<file path="config.mk">
export PLATFORM = sky130hd
export DESIGN_NAME = renas_spi_arbiter_ctrl
export DESIGN_NICKNAME = d
export VERILOG_FILES = /design/src/rtl/renas_spi_pkg.sv /design/src/rtl/renas_spi_shifter.sv /design/src/rtl/renas_spi_arbiter_ctrl.sv
export SDC_FILE = /design/constraint.sdc
export NUM_CORES = 1
export LEC_CHECK = 0
export BUFFER_PORTS_ARGS = -buffer_cell sky130_fd_sc_hd__buf_4
export CORE_AREA = 2 2 94 96
export DETAILED_ROUTE_END_ITERATION = 8
export DIE_AREA = 0 0 96 98
export GPL_TIMING_DRIVEN = 0
export PLACE_DENSITY = 0.43
export SYNTH_ARGS = -nofsm -noshare
export SYNTH_HDL_FRONTEND = slang
export SYNTH_SLANG_ARGS = --single-unit
</file>
<file path="constraint.sdc">
create_clock -name clk -period 4.4 [get_ports clk]
set_input_delay 0.88 -clock clk [delete_from_list [all_inputs] [get_ports clk]]
set_output_delay 0.88 -clock clk [all_outputs]
set_load 0.1 [all_outputs]
</file>
<file path="src/rtl/renas_spi_pkg.sv">
// Shared types and constants for the renas SPI master sequencer.
package renas_spi_pkg;

  typedef enum logic [1:0] {
    IDLE  = 2'd0,
    SETUP = 2'd1,
    XFER  = 2'd2,
    HOLD  = 2'd3
  } spi_state_t;

  localparam int SS_NUM   = 4;
  localparam int SS_IDX_W = 2;

  // Active-low one-cold slave select pattern for a slave index.
  function automatic logic [SS_NUM-1:0] ss_decode(input logic [SS_IDX_W-1:0] idx);
    ss_decode = ~(SS_NUM'(1) << idx);
  endfunction

endpackage

</file>
<file path="src/rtl/renas_spi_shifter.sv">
// Serial datapath for one SPI mode-0 frame: CLK_DIV half-period divider,
// tx/rx shift registers and a rising-edge bit counter. The controller
// loads a frame on grant and tells the shifter which phase it is in.
module renas_spi_shifter #(
  parameter int DATA_W  = 8,
  parameter int CLK_DIV = 4
) (
  input  logic              clk,
  input  logic              rst_n,
  input  logic              load,
  input  logic              run,
  input  logic              xfer_en,
  input  logic [DATA_W-1:0] wdata,
  input  logic              miso_simo,
  output logic              tick,
  output logic              done,
  output logic              sclk,
  output logic              mosi_somi,
  output logic [DATA_W-1:0] rx_data
);

  localparam int DIV_W = (CLK_DIV > 1) ? $clog2(CLK_DIV) : 1;
  localparam int CNT_W = $clog2(DATA_W + 1);
  localparam logic [DIV_W-1:0] DIV_LOAD = DIV_W'(CLK_DIV - 1);

  logic [DIV_W-1:0]  div_cnt;
  logic [CNT_W-1:0]  bit_cnt;
  logic [DATA_W-1:0] tx_sr;

  // Terminal count marks the end of each CLK_DIV-cycle phase slot.
  assign tick = run && (div_cnt == '0);
  // Last falling edge: all bits received and sclk about to drop.
  assign done = xfer_en && tick && sclk && (bit_cnt == '0);

  // Half-period down-counter, restarted on every load and terminal count.
  always_ff @(posedge clk) begin
    if (!rst_n) begin
      div_cnt <= DIV_LOAD;
    end else if (load || tick) begin
      div_cnt <= DIV_LOAD;
    end else if (run) begin
      div_cnt <= div_cnt - DIV_W'(1);
    end
  end

  // Clock generation and shifting: sample on rise, present next bit on fall.
  always_ff @(posedge clk) begin
    if (!rst_n) begin
      sclk      <= 1'b0;
      mosi_somi <= 1'b0;
      tx_sr     <= '0;
      rx_data   <= '0;
      bit_cnt   <= '0;
    end else if (load) begin
      sclk      <= 1'b0;
      mosi_somi <= wdata[DATA_W-1];
      tx_sr     <= wdata << 1;
      rx_data   <= '0;
      bit_cnt   <= CNT_W'(DATA_W);
    end else if (xfer_en && tick) begin
      sclk <= ~sclk;
      if (!sclk) begin
        rx_data <= {rx_data[DATA_W-2:0], miso_simo};
        bit_cnt <= bit_cnt - CNT_W'(1);
      end else if (bit_cnt != '0) begin
        mosi_somi <= tx_sr[DATA_W-1];
        tx_sr     <= tx_sr << 1;
      end
    end
  end

endmodule

</file>
<file path="src/rtl/renas_spi_arbiter_ctrl.sv">
// Arbiter and frame sequencer for the renas SPI master port.
// Build option RENAS_SPI_RR_EN: round-robin arbitration (search starts one
// past the last grant); without it, fixed priority with lowest index winning.
//
// state | meaning
// IDLE  | ss high, waiting for a request; grant happens here
// SETUP | ss low, first bit on mosi, sclk low for CLK_DIV cycles
// XFER  | DATA_W sclk periods, sample on rise, shift on fall
// HOLD  | sclk low, ss still low for CLK_DIV cycles, then respond
module renas_spi_arbiter_ctrl
  import renas_spi_pkg::*;
#(
  parameter int NREQ    = 2,
  parameter int DATA_W  = 8,
  parameter int CLK_DIV = 4
) (
  input  logic                   clk,
  input  logic                   rst_n,
  input  logic [NREQ-1:0]        req_valid,
  input  logic [2*NREQ-1:0]      req_ss,
  input  logic [DATA_W*NREQ-1:0] req_wdata,
  output logic [NREQ-1:0]        req_ready,
  output logic [NREQ-1:0]        rsp_valid,
  output logic [DATA_W-1:0]      rsp_rdata,
  output logic                   busy,
  output logic                   sclk,
  output logic                   mosi_somi,
  input  logic                   miso_simo,
  output logic                   ss_0,
  output logic                   ss_1,
  output logic                   ss_2,
  output logic                   ss_3
);

  localparam int OWN_W = (NREQ > 1) ? $clog2(NREQ) : 1;

  spi_state_t           state;
  logic [OWN_W-1:0]     owner;
  logic [OWN_W-1:0]     win_idx;
  logic                 win_vld;
  logic                 grant;
  logic [SS_NUM-1:0]    ss_n;
  logic [SS_IDX_W-1:0]  sel_ss;
  logic [DATA_W-1:0]    sel_wdata;
  logic                 tick;
  logic                 done;
  logic [DATA_W-1:0]    rx_data;

`ifdef RENAS_SPI_RR_EN
  logic [OWN_W-1:0] rr_ptr;
  logic [OWN_W-1:0] cand;

  // Round-robin search starting one past the previous winner.
  always_comb begin
    win_vld = 1'b0;
    win_idx = '0;
    cand    = '0;
    for (int i = 1; i <= NREQ; i++) begin
      cand = OWN_W'((int'(rr_ptr) + i) % NREQ);
      if (!win_vld && req_valid[cand]) begin
        win_vld = 1'b1;
        win_idx = cand;
      end
    end
  end

  // Pointer remembers the last granted requester.
  always_ff @(posedge clk) begin
    if (!rst_n) begin
      rr_ptr <= OWN_W'(NREQ - 1);
    end else if (grant) begin
      rr_ptr <= win_idx;
    end
  end
`else
  // Fixed priority: lowest requester index wins.
  always_comb begin
    win_vld = 1'b0;
    win_idx = '0;
    for (int i = NREQ - 1; i >= 0; i--) begin
      if (req_valid[i]) begin
        win_vld = 1'b1;
        win_idx = OWN_W'(i);
      end
    end
  end
`endif

  // The response cycle is still part of the frame, so no grant while it pulses.
  assign grant = (state == IDLE) && (rsp_valid == '0) && win_vld;

  // Combinational grant and payload mux for the winning requester.
  always_comb begin
    req_ready = '0;
    if (grant) begin
      req_ready = NREQ'(1) << win_idx;
    end
    sel_ss    = req_ss[int'(win_idx)*SS_IDX_W +: SS_IDX_W];
    sel_wdata = req_wdata[int'(win_idx)*DATA_W +: DATA_W];
  end

  // Frame sequencer with registered slave selects, response and busy.
  always_ff @(posedge clk) begin
    if (!rst_n) begin
      state     <= IDLE;
      owner     <= '0;
      ss_n      <= '1;
      rsp_valid <= '0;
      rsp_rdata <= '0;
      busy      <= 1'b0;
    end else begin
      rsp_valid <= '0;
      case (state)
        IDLE: begin
          busy <= grant;
          if (grant) begin
            owner <= win_idx;
            ss_n  <= ss_decode(sel_ss);
            state <= SETUP;
          end
        end
        SETUP: begin
          if (tick) state <= XFER;
        end
        XFER: begin
          if (done) state <= HOLD;
        end
        HOLD: begin
          if (tick) begin
            ss_n      <= '1;
            rsp_valid <= NREQ'(1) << owner;
            rsp_rdata <= rx_data;
            state     <= IDLE;
          end
        end
        default: state <= IDLE;
      endcase
    end
  end

  renas_spi_shifter #(
    .DATA_W  (DATA_W),
    .CLK_DIV (CLK_DIV)
  ) u_shifter (
    .clk       (clk),
    .rst_n     (rst_n),
    .load      (grant),
    .run       (state != IDLE),
    .xfer_en   (state == XFER),
    .wdata     (sel_wdata),
    .miso_simo (miso_simo),
    .tick      (tick),
    .done      (done),
    .sclk      (sclk),
    .mosi_somi (mosi_somi),
    .rx_data   (rx_data)
  );

  assign ss_0 = ss_n[0];
  assign ss_1 = ss_n[1];
  assign ss_2 = ss_n[2];
  assign ss_3 = ss_n[3];

endmodule

</file>
==> results.txt <==
The run gives 0 as the number of pins exceeding their max-slew limit in the final report. The worst register-to-register path has a depth of 8. The setup TNS came out at 0 ps. The post-synthesis async set-or-reset flop share was 0%; the post-cts sizing count was 0. At the worst endpoint, the required time is 3520 ps. The vertical die dimension is 98 um. For this run, the top clock speed supported by timing is 0.318 GHz.

The repair_antennas step left the layout with diodes totalling 0. The flow ran to the end, and the final reports show no timing, DRC or antenna violations. The tools report the critical path startpoint category as a register. Sequential elements use 43.2% of the synthesized area.

The tools report the number of hold buffers added after CTS as 0. The reg-to-reg critical path endpoint is u_shifter.tx_sr[4]. The tightest min-delay check is of the register to register type. Number of input and output port buffers inserted: 43. Entering global routing, the biggest net connects 14 pins. The setup check on the worst reg-to-reg path leaves a slack of 2200 ps. Across the VDD grid, the largest voltage drop is 0.283 mV. The detail route stage leaves a number of antenna-violating nets equal to 0. The initial antenna violation count is 0. The final cell area excluding filler cells was 2480 um^2; the maximum single-stage delay on the critical path was 410 ps. At the end of routability-driven placement, the weighted congestion stood at 0.762. The number of hold violations in the final report came out at 0. The largest driver fanout on the critical path is 10. Counting every net in the synthesized netlist gives 263. The die is 96 um wide. The detailed placement HPWL was 3.56 mm; the number of buffers between clock root and the deepest sink was 2. After the last flow step, the layout net total stands at 313.

In this run the power density over the cells is 530 nW/um^2. Leaving out fill and tap cells, the most frequent cell in the layout is sky130_fd_sc_hd__nand2_1. The filler cells instantiated in the layout total 905. For the number of instances in the synthesized netlist, the log shows 230. On the final layout, the worst clock skew is 6.48 ps.

Number of synthesized register bits: 41. The most frequent cell on the critical path was sky130_fd_sc_hd__inv_1. CTS placed an instance of sky130_fd_sc_hd__clkbuf_8 at the clock tree root.

For this run the aggregate overflow at the end of global routing stands at 0. The share of cells above drive strength 1 was 23.1%. The initial detailed-routing violation count was 37; the count of warnings emitted by yosys was 0. The worst hold path begins at owner. Setup repair after global routing left no endpoint under its margin.

The vias per cell is 4.37, and the number of ports placed on the die boundary is 44. For this configuration, the core starts out at a cell density of 22.4%. The count of distinct cell types in the synthesized netlist was 46; the post-detailed-route wirelength per cell was 12.3 um. The slowest stage of the critical path is the sky130_fd_sc_hd__or3b_4 cell. The first detailed-routing pass ran for 4 iterations. The flip-flop cell with the highest count after synthesis is sky130_fd_sc_hd__dfxtp_1. The buffer count from post-CTS setup fixing is 0, and the number of cell rows is 34. Across the run, the number of max-cap violations was 0. For hold timing, the worst endpoint is rsp_valid[0]. After detailed routing, the number of remaining DRC violations is 0. Counting the buffers created by CTS gives 5. The tools report the wire length of the first global-routing pass as 8.25 mm. The setup slack of the critical path after layout came out at 1260 ps. Once placement finished, the instance area stood at 2360 um^2. For the count of vias placed by the detailed router, the log shows 1700. In the layout the commonest cells are 56 x sky130_fd_sc_hd__nand2_1, 43 x sky130_fd_sc_hd__buf_4, 41 x sky130_fd_sc_hd__dfxtp_1, 18 x sky130_fd_sc_hd__a21oi_1, 13 x sky130_fd_sc_hd__nor2_1.

The finished layout holds 389 standard cells, fillers aside. For the pin with the worst max-slew slack, the measured transition is 579 ps. In this run the mean area of a mapped cell was 8.25 um^2.

The tools report the area of the core region as 8470 um^2. The run gives 11.2% as the total track usage. Summed over all cells, the static leakage comes to 0.000982 uW. TritonCTS built the clock tree. The run gives 61.1% as the normalized max-slew margin. In this run the number of H-tree levels came out at 2. Worst hold margin: 457 ps. Clock-pin slew on the worst setup and hold paths: 90 ps.

The run gives 4.79 mm as the overall routed net length. The count of clock tree sinks was 41; the area of the die was 9410 um^2. The setup slack at placement is 1500 ps.

For the synthesized cell area, the log shows 1900 um^2. From synthesis to final layout, the design area changed by 30.5%. Setup violations remaining at the end of the flow were counted as 0.

In this run the critical register-to-register path is launched from state[0]. The number of stages on the worst hold path is 1, and the final period utilization is 71.5%. In this run, synthesis inferred 0 flip-flops with an integrated enable.

The worst path in the final design needs a cycle of 3140 ps, including I/O delays and setup. For the clock insertion delay at the later pin of the skew report, the log shows 290 ps. The critical path is of the register to output pin type. Counting tap cells, the placed design contains a total of 381 instances. The run gives 1737 as the number of global-route vias before repair. Data arrives at the worst endpoint at 2260 ps. The critical path goes through inv_1, ha_1, or3b_4, nor2_1, buf_2, nand2_1, inv_1, buf_4.

The kind of end point of the critical path is an output pin.
cells in the mapped netlist, drive strengths merged (2+ instances only):
library cell	number	area (um^2)
a211oi	2	15.0
a21boi	2	15.0
a21oi	18	90.1
a41oi	5	43.8
and3	3	18.8
buf	6	42.5
clkbuf	9	35.0
dfxtp	41	821
ha	8	100
inv	11	41.3
mux2	3	33.8
mux2i	4	40.0
nand2	56	210
nand2b	2	12.5
nand3	6	30.0
nand3b	2	15.0
nor2	13	48.8
nor3	2	10.0
nor4	5	37.5
o21ai	9	45.0
o32ai	3	33.8
critical path: cells and delay by family, from the launching register on:
family                     cells  cell delay [ps]
buffers and inverters          4              750
DFF                            1              350
and+or+nand+nor                3              710
adders and majority gates      1              170
worst max-delay path by stage:
| stage | startpoint | end | slack [ps] | depth (start not counted) |
|---|---|---|---|---|
| 5_1_grt | state[1] | req_ready[1] | 1050 | 8 |
| 3_3_place_gp | req_valid[0] | req_ready[1] | 1500 | 7 |
| 4_1_cts | state[0] | req_ready[1] | 1230 | 8 |
| 3_5_place_dp | req_valid[0] | req_ready[1] | 1500 | 7 |
| 2_1_floorplan | rsp_valid[1] | req_ready[0] | 910 | 2 |
| 6_report | state[0] | req_ready[1] | 1260 | 8 |
stage by stage:
| step | power [uW] | util, % |
|---|---|---|
| after detailed placement | 1000 | 27.8 |
| after global placement | 1000 | 27.8 |
| final | 1310 | 29.2 |
| after global routing | 1410 | 29.2 |
| after floorplan | 870 | - |
| after CTS | 1330 | 29.2 |
area by class of cell:
cell class / count / area [um^2] / share of cell area, %
clock buffer: 6 / 82.6 / 3.34
tap: 108 / 135 / 5.46
inverter: 12 / 45.0 / 1.82
clock inverter: 2 / 37.5 / 1.52
timing repair buffer: 43 / 323 / 13.0
sequential: 41 / 821 / 33.1
multi-input combinational: 162 / 955 / 38.6
buffer: 15 / 77.6 / 3.13
layer usage:
layer	wire length (um)	share of wire (%)	track usage, %
met2	2110	44	17.4
met5	0	0	0
met4	102	2.1	3.96
met1	2350	49	14.9
met3	237	4.9	3.09
flip-flops by register name, indices dropped and copies added, names as in the netlist:
register             cells
u_shifter.tx_sr          7
rsp_valid                2
rsp_rdata                8
ss_n                     4
u_shifter.div_cnt        2
u_shifter.mosi_somi      1
owner                    1
u_shifter.bit_cnt        4
u_shifter.sclk           1
busy                     1
state                    2
u_shifter.rx_data        8
power by group:
part / total, uW / internal [uW] / switching, uW / leakage, uW
registers: 449 / 421 / 28.6 / 0.000334
clock network: 323 / 185 / 139 / 0.0000574
logic: 540 / 195 / 346 / 0.000591
total: 1310 / 800 / 513 / 0.000982
kinds of logic (layout without fill, tap and decap cells):
group	after synthesis	in the layout	synth area share [%]
buffers and inverters	27	78	6.46
and+or+nand+nor	99	99	24.5
muxes	7	7	3.89
DFF	41	41	43.2
AOI/OAI and AO/OA	46	46	15.8
xor gates and xnor gates	2	2	0.923
adders and majority gates	8	8	5.27
No activity file was read; power rests on OpenSTA's default activity.
